==> src/rtl/shared_mem_arbiter_if.sv <==
`default_nettype none
// ============================================================================
//  Module   : shared_mem_arbiter_if
//  Purpose  : IF/MEM request channels plus the shared RAM port of the arbiter.
//  Revision : 1.0
// ============================================================================
interface shared_mem_arbiter_if #(
   parameter int ADDR_W = 32,
   parameter int DATA_W = 32
);
   logic              if_req;
   logic [ADDR_W-1:0] if_addr;
   logic              if_ready;
   logic [DATA_W-1:0] if_rdata;
   logic              if_stall;

   logic              mem_req;
   logic              mem_we;
   logic [ADDR_W-1:0] mem_addr;
   logic [DATA_W-1:0] mem_wdata;
   logic              mem_ready;
   logic [DATA_W-1:0] mem_rdata;
   logic              mem_stall;

   logic              ram_en;
   logic              ram_we;
   logic [ADDR_W-1:0] ram_addr;
   logic [DATA_W-1:0] ram_wdata;
   logic [DATA_W-1:0] ram_rdata;

   logic              busy;
   logic              last_grant_mem;

   // Arbiter side
   modport slave (
      input  if_req, if_addr, mem_req, mem_we, mem_addr, mem_wdata, ram_rdata,
      output if_ready, if_rdata, if_stall, mem_ready, mem_rdata, mem_stall,
             ram_en, ram_we, ram_addr, ram_wdata, busy, last_grant_mem
   );

   // Pipeline stages and RAM macro side
   modport master (
      output if_req, if_addr, mem_req, mem_we, mem_addr, mem_wdata, ram_rdata,
      input  if_ready, if_rdata, if_stall, mem_ready, mem_rdata, mem_stall,
             ram_en, ram_we, ram_addr, ram_wdata, busy, last_grant_mem
   );
endinterface
`default_nettype wire

==> src/rtl/shared_mem_arbiter.sv <==
`default_nettype none
// ============================================================================
//  Module   : shared_mem_arbiter
//  Purpose  : Shares one fixed-latency single-port RAM between IF and MEM
//             stages; MEM has priority, alternating when both keep asking.
//  Revision : 1.0
// ============================================================================
module shared_mem_arbiter #(
   parameter int ADDR_W  = 32,
   parameter int DATA_W  = 32,
   parameter int MEM_LAT = 3     // legal range 1..15
) (
   input  logic                clk,
   input  logic                rst,
   shared_mem_arbiter_if.slave bus
);
   localparam logic [1:0] c_S_IDLE  = 2'd0;
   localparam logic [1:0] c_S_ISSUE = 2'd1;
   localparam logic [1:0] c_S_WAIT  = 2'd2;
   localparam logic [1:0] c_S_DONE  = 2'd3;

   localparam int                 c_CNT_W = 4;
   localparam logic [c_CNT_W-1:0] c_LAT   = c_CNT_W'(MEM_LAT);
   localparam logic [c_CNT_W-1:0] c_ONE   = c_CNT_W'(1);

   logic [1:0]         r_state;
   logic [c_CNT_W-1:0] r_cnt;
   logic               r_grant_mem;
   logic               r_last_grant_mem;
   logic               r_ram_we;
   logic [ADDR_W-1:0]  r_ram_addr;
   logic [DATA_W-1:0]  r_ram_wdata;
   logic [DATA_W-1:0]  r_if_rdata;
   logic [DATA_W-1:0]  r_mem_rdata;

   logic w_any_req;
   logic w_pick_mem;
   logic w_done;
   logic w_if_ready;
   logic w_mem_ready;

   // MEM wins a tie unless it also took the previous grant
   assign w_any_req   = bus.if_req | bus.mem_req;
   assign w_pick_mem  = bus.mem_req & (~bus.if_req | ~r_last_grant_mem);
   assign w_done      = (r_state == c_S_DONE);
   // A requester that dropped its req (flush) gets no pulse
   assign w_if_ready  = w_done & ~r_grant_mem & bus.if_req;
   assign w_mem_ready = w_done &  r_grant_mem & bus.mem_req;

   always_ff @(posedge clk) begin
      if (rst) begin
         r_state          <= c_S_IDLE;
         r_cnt            <= '0;
         r_grant_mem      <= 1'b0;
         r_last_grant_mem <= 1'b0;
         r_ram_we         <= 1'b0;
         r_ram_addr       <= '0;
         r_ram_wdata      <= '0;
         r_if_rdata       <= '0;
         r_mem_rdata      <= '0;
      end else begin
         case (r_state)
            c_S_IDLE: begin
               if (w_any_req) begin
                  r_grant_mem      <= w_pick_mem;
                  r_last_grant_mem <= w_pick_mem;
                  r_ram_addr       <= w_pick_mem ? bus.mem_addr : bus.if_addr;
                  r_ram_we         <= w_pick_mem & bus.mem_we;
                  r_ram_wdata      <= w_pick_mem ? bus.mem_wdata : '0;
                  r_state          <= c_S_ISSUE;
               end
            end
            c_S_ISSUE: begin
               r_cnt   <= c_LAT;
               r_state <= c_S_WAIT;
            end
            c_S_WAIT: begin
               r_cnt <= r_cnt - c_ONE;
               // Last WAIT cycle lines up with the RAM's valid data
               if (r_cnt == c_ONE) begin
                  if (r_grant_mem) begin
                     r_mem_rdata <= bus.ram_rdata;
                  end else begin
                     r_if_rdata  <= bus.ram_rdata;
                  end
                  r_state <= c_S_DONE;
               end
            end
            c_S_DONE: begin
               r_state <= c_S_IDLE;
            end
            default: begin
               r_state <= c_S_IDLE;
            end
         endcase
      end
   end

   assign bus.ram_en         = (r_state == c_S_ISSUE);
   assign bus.ram_we         = r_ram_we;
   assign bus.ram_addr       = r_ram_addr;
   assign bus.ram_wdata      = r_ram_wdata;

   assign bus.if_ready       = w_if_ready;
   assign bus.if_rdata       = r_if_rdata;
   assign bus.if_stall       = bus.if_req & ~w_if_ready;

   assign bus.mem_ready      = w_mem_ready;
   assign bus.mem_rdata      = r_mem_rdata;
   assign bus.mem_stall      = bus.mem_req & ~w_mem_ready;

   assign bus.busy           = (r_state != c_S_IDLE);
   assign bus.last_grant_mem = r_last_grant_mem;
endmodule
`default_nettype wire

==> src/flat_wrapper.sv <==
// flat-port wrapper written by rule: the top's interface ports become plain ports
module shared_mem_arbiter_flat 
#(
   parameter int ADDR_W  = 32,
   parameter int DATA_W  = 32,
   parameter int MEM_LAT = 3                         
)
  (clk, rst, bus_if_req, bus_if_addr, bus_mem_req, bus_mem_we, bus_mem_addr, bus_mem_wdata, bus_ram_rdata, bus_if_ready, bus_if_rdata, bus_if_stall, bus_mem_ready, bus_mem_rdata, bus_mem_stall, bus_ram_en, bus_ram_we, bus_ram_addr, bus_ram_wdata, bus_busy, bus_last_grant_mem);
  shared_mem_arbiter_if #(.ADDR_W(ADDR_W), .DATA_W(DATA_W)) bus_i ();
  input  logic clk;
  input  logic rst;
  input wire logic [$bits(bus_i.if_req)-1:0] bus_if_req;
  input wire logic [$bits(bus_i.if_addr)-1:0] bus_if_addr;
  input wire logic [$bits(bus_i.mem_req)-1:0] bus_mem_req;
  input wire logic [$bits(bus_i.mem_we)-1:0] bus_mem_we;
  input wire logic [$bits(bus_i.mem_addr)-1:0] bus_mem_addr;
  input wire logic [$bits(bus_i.mem_wdata)-1:0] bus_mem_wdata;
  input wire logic [$bits(bus_i.ram_rdata)-1:0] bus_ram_rdata;
  output wire logic [$bits(bus_i.if_ready)-1:0] bus_if_ready;
  output wire logic [$bits(bus_i.if_rdata)-1:0] bus_if_rdata;
  output wire logic [$bits(bus_i.if_stall)-1:0] bus_if_stall;
  output wire logic [$bits(bus_i.mem_ready)-1:0] bus_mem_ready;
  output wire logic [$bits(bus_i.mem_rdata)-1:0] bus_mem_rdata;
  output wire logic [$bits(bus_i.mem_stall)-1:0] bus_mem_stall;
  output wire logic [$bits(bus_i.ram_en)-1:0] bus_ram_en;
  output wire logic [$bits(bus_i.ram_we)-1:0] bus_ram_we;
  output wire logic [$bits(bus_i.ram_addr)-1:0] bus_ram_addr;
  output wire logic [$bits(bus_i.ram_wdata)-1:0] bus_ram_wdata;
  output wire logic [$bits(bus_i.busy)-1:0] bus_busy;
  output wire logic [$bits(bus_i.last_grant_mem)-1:0] bus_last_grant_mem;
  assign bus_i.if_req = bus_if_req;
  assign bus_i.if_addr = bus_if_addr;
  assign bus_i.mem_req = bus_mem_req;
  assign bus_i.mem_we = bus_mem_we;
  assign bus_i.mem_addr = bus_mem_addr;
  assign bus_i.mem_wdata = bus_mem_wdata;
  assign bus_i.ram_rdata = bus_ram_rdata;
  assign bus_if_ready = bus_i.if_ready;
  assign bus_if_rdata = bus_i.if_rdata;
  assign bus_if_stall = bus_i.if_stall;
  assign bus_mem_ready = bus_i.mem_ready;
  assign bus_mem_rdata = bus_i.mem_rdata;
  assign bus_mem_stall = bus_i.mem_stall;
  assign bus_ram_en = bus_i.ram_en;
  assign bus_ram_we = bus_i.ram_we;
  assign bus_ram_addr = bus_i.ram_addr;
  assign bus_ram_wdata = bus_i.ram_wdata;
  assign bus_busy = bus_i.busy;
  assign bus_last_grant_mem = bus_i.last_grant_mem;
  shared_mem_arbiter #(.ADDR_W(ADDR_W), .DATA_W(DATA_W), .MEM_LAT(MEM_LAT)) u_core (.clk(clk), .rst(rst), .bus(bus_i));
endmodule
==> config.mk <==
export PLATFORM = sky130hd
export DESIGN_NAME = shared_mem_arbiter_flat
export DESIGN_NICKNAME = d
export VERILOG_FILES = /design/src/rtl/shared_mem_arbiter_if.sv /design/src/rtl/shared_mem_arbiter.sv /design/src/flat_wrapper.sv
export SDC_FILE = /design/constraint.sdc
export NUM_CORES = 1
export LEC_CHECK = 0
export BUFFER_PORTS_ARGS = -buffer_cell sky130_fd_sc_hd__buf_2
export CORE_MARGIN = 2
export CORE_UTILIZATION = 46
export DETAILED_ROUTE_END_ITERATION = 8
export PLACE_DENSITY = 0.8
export SYNTH_ARGS = -nofsm -noshare
export SYNTH_HDL_FRONTEND = slang
export SYNTH_SLANG_ARGS = --single-unit
==> constraint.sdc <==
create_clock -name clk -period 1.8 [get_ports clk]
set_input_delay 0.36 -clock clk [delete_from_list [all_inputs] [get_ports clk]]
set_output_delay 0.36 -clock clk [all_outputs]
set_load 0.02 [all_outputs]
==> results.json <==
{
  "cts_tree": "built",
  "ys_seq_area_share_pct": 50.4,
  "rows": 39,
  "holdCritPathClass": "in2reg",
  "fin_skew_ps": 5.34,
  "stdcell_count": 995,
  "post-synth-top-count-cell": "dfxtp_1",
  "synth_flop_cell": "dfxtp_1",
  "comb_power_share_pct": 32.5,
  "syn_to_final_growth_pct": 39.7,
  "synth_edf_count": 0,
  "synthTopCellsByCount": "dfxtp_1 (136), nor2_1 (68), o21ai_0 (67)",
  "yosys.cell_types.count": 33,
  "p_switching_uw": 3900,
  "vias": 5523,
  "worst_pin_slew_ps": 496,
  "antenna_found_initial": 1,
  "min_path_cells": 3,
  "synth_area_um2": 5410,
  "min_period_ps": 1770,
  "cts_hold_buf": 0,
  "post-route-period-util_pct": 98.1,
  "worstSetupPathType": "reg2out",
  "design_area_um2": 7550,
  "dieArea_um2": 12600,
  "fin_setup_tns_ps": 0,
  "critPathMaxFanout": 23,
  "io_pins": 269,
  "rsz0062_at_grt": "yes",
  "syn_avg_cell_area_um2": 8.97,
  "synth_cells": 603,
  "grt_pass1_vias": 5082,
  "wirelength_um": 16000,
  "syn_nets": 743,
  "finalSetupViolations": 0,
  "ir_drop_mv": 1.36,
  "place_inst": 963,
  "min_to": "u_core.bus.ram_wdata[28]",
  "clk_latency_ps": 410,
  "wire_per_inst_um": 16.1,
  "htreeDepth": 4,
  "grt_pass1_wl_um": 25100,
  "p_int_uw": 7390,
  "cts_setup_buffers": 0,
  "track_usage_pct": 24.4,
  "num_antenna_cells": 0,
  "hpwlAfterDp_um": 10600,
  "critPathRequiredTime_ps": 1440,
  "ant_nets": 0,
  "worst_r2r_endpoint": "u_core.r_state[1]",
  "drt_iter0_drc": 512,
  "slew_headroom_pct": 66.9,
  "cap_violations": 0,
  "yosys_register_bits": 136,
  "pwr-share-clk_pct": 34.2,
  "cts-buffers-inserted": 17,
  "drc": 0,
  "slew_viol_final": 0,
  "hold_viol": 0,
  "ys_top_cells_by_area": "dfxtp_1 (50%), o21ai_0 (6.2%), a21oi_1 (6.1%)",
  "crit_arrival_ps": 1410,
  "end_kind": "output pin",
  "yosys.area.top_type": "dfxtp_1",
  "p_leak_uw": 0.00344,
  "switching_share_pct": 34.5,
  "drive_above_1_share_pct": 38.5,
  "worstHoldStart": "bus_mem_wdata[28]",
  "die_w_um": 112,
  "p_seq_share_pct": 33.3,
  "nets": 979,
  "r2r-start": "u_core.r_cnt[0]",
  "async_flop_share_pct": 0,
  "drtPass1Iterations": 4,
  "ff2ff_path_depth": 4,
  "post_dp_cell_area_um2": 6860,
  "status": "finished clean",
  "synth_top_area_share_pct": 50.4,
  "cts_sinks": 136,
  "pre_cts_slack_ps": 111,
  "cts_root_buffer": "clkbuf_16",
  "initial_utilization_pct": 47.1,
  "port_buffers": 268,
  "gp_congestion": 0.810,
  "grt_start_max_net_pins": 93,
  "power.density_nw_per_um2": 1500,
  "power.total_uw": 11300,
  "dieHeight_um": 112,
  "core_region_area_um2": 11500,
  "ff2ff_setup_slack_ps": 90,
  "critical_path.startpoint": "u_core.r_state[1]",
  "fmax_mhz": 567,
  "path_clk_slew_ps": 60,
  "cts_max_path_buffers": 2,
  "startpoint_type": "flip-flop",
  "timing.final.ws_setup_ps": 34.9,
  "grt_overflow": 0,
  "yosysWarnings": 0,
  "via_per_inst": 5.55
}
## worst max-delay path: stages, from the launching register on
cell	delay (ps)
dfxtp_2	340
inv_2	100
ha_4	190
buf_12	170
inv_1	50
buf_2	150
## cells by family (layout without fill, tap and decap cells)
kind of cell	after synthesis	count (layout)	share of synthesized area [%]
muxes	32	32	5.92
buffers and inverters	74	323	5.88
and+or+nand+nor	144	144	12.3
adders and majority gates	7	7	1.62
AOI/OAI and AO/OA	210	210	23.9
DFF	136	136	50.4
## flip-flops by register name, indices dropped and copies added (netlist names)
name                  flops
u_core.bus.mem_rdata     32
u_core.r_grant_mem        1
u_core.bus.ram_addr      32
u_core.bus.if_rdata      32
u_core.bus.ram_we         1
u_core.r_cnt              4
u_core.r_state            2
u_core.bus.ram_wdata     32
## cell type report
cell class                      instances  area (um^2)
Clock buffer                           21          470
Clock inverter                         11          193
Fill cell                             946         3910
Inverter                                8         30.0
Multi-Input combinational cell        393         2400
Sequential cell                       136         2730
Tap cell                              143          179
Timing Repair Buffer                  283         1560
## through the flow
stage,hold slack [ps],util (%)
after floorplan,470,-
after global placement,458,59.8
after detailed placement,464,59.8
after CTS,193,65.8
after global routing,192,65.9
final,210,65.9
## power groups by stage
| stage | clock [uW] | sequential [uW] | combinational, uW |
|---|---|---|---|
| after floorplan | 0 | 4280 | 1860 |
| after global placement | 0 | 3790 | 3480 |
| after detailed placement | 0 | 3790 | 3530 |
| after CTS | 3910 | 3750 | 3650 |
| after global routing | 4040 | 3810 | 3980 |
| final | 3860 | 3760 | 3670 |
## placed cells by master, fill, tap and decap left out, types with 2 or more instances in the layout
master,n
ha_1,6
and3_1,2
buf_2,266
a211oi_1,33
a32oi_1,33
o21ai_0,67
buf_12,8
a21oi_1,66
clkinvlp_4,2
buf_4,9
dfxtp_2,3
inv_1,5
clkbuf_16,17
nand3_1,65
clkinv_2,2
bufinv_16,5
inv_2,3
nor2_1,68
nand4b_1,2
dfxtp_1,133
mux2i_1,32
nor3_1,2
clkbuf_8,3
## worst max-delay path by stage
stage	end	slack [ps]	cells after the start
after floorplan	bus_if_stall	20	5
after global placement	u_core.r_state[1]	130	4
after detailed placement	u_core.r_state[1]	110	4
after CTS	bus_busy	4	5
after global routing	bus_busy	-20	5
final	bus_busy	30	5
## routing by layer
layer  GRT usage [%]  vias to the layer above  wire, um
met5               0                        -        11
li1                -                     2663         -
met3            10.4                       22      1480
met1            28.9                     2561      6350
met2            40.5                      275      7950
met4            6.91                        2       243
## repair_timing
item,in CTS,in global routing
endpoints found under the setup margin,1,5
pin swaps,0,1
resized for setup,8,3
(Power assumes the default switching activity.)
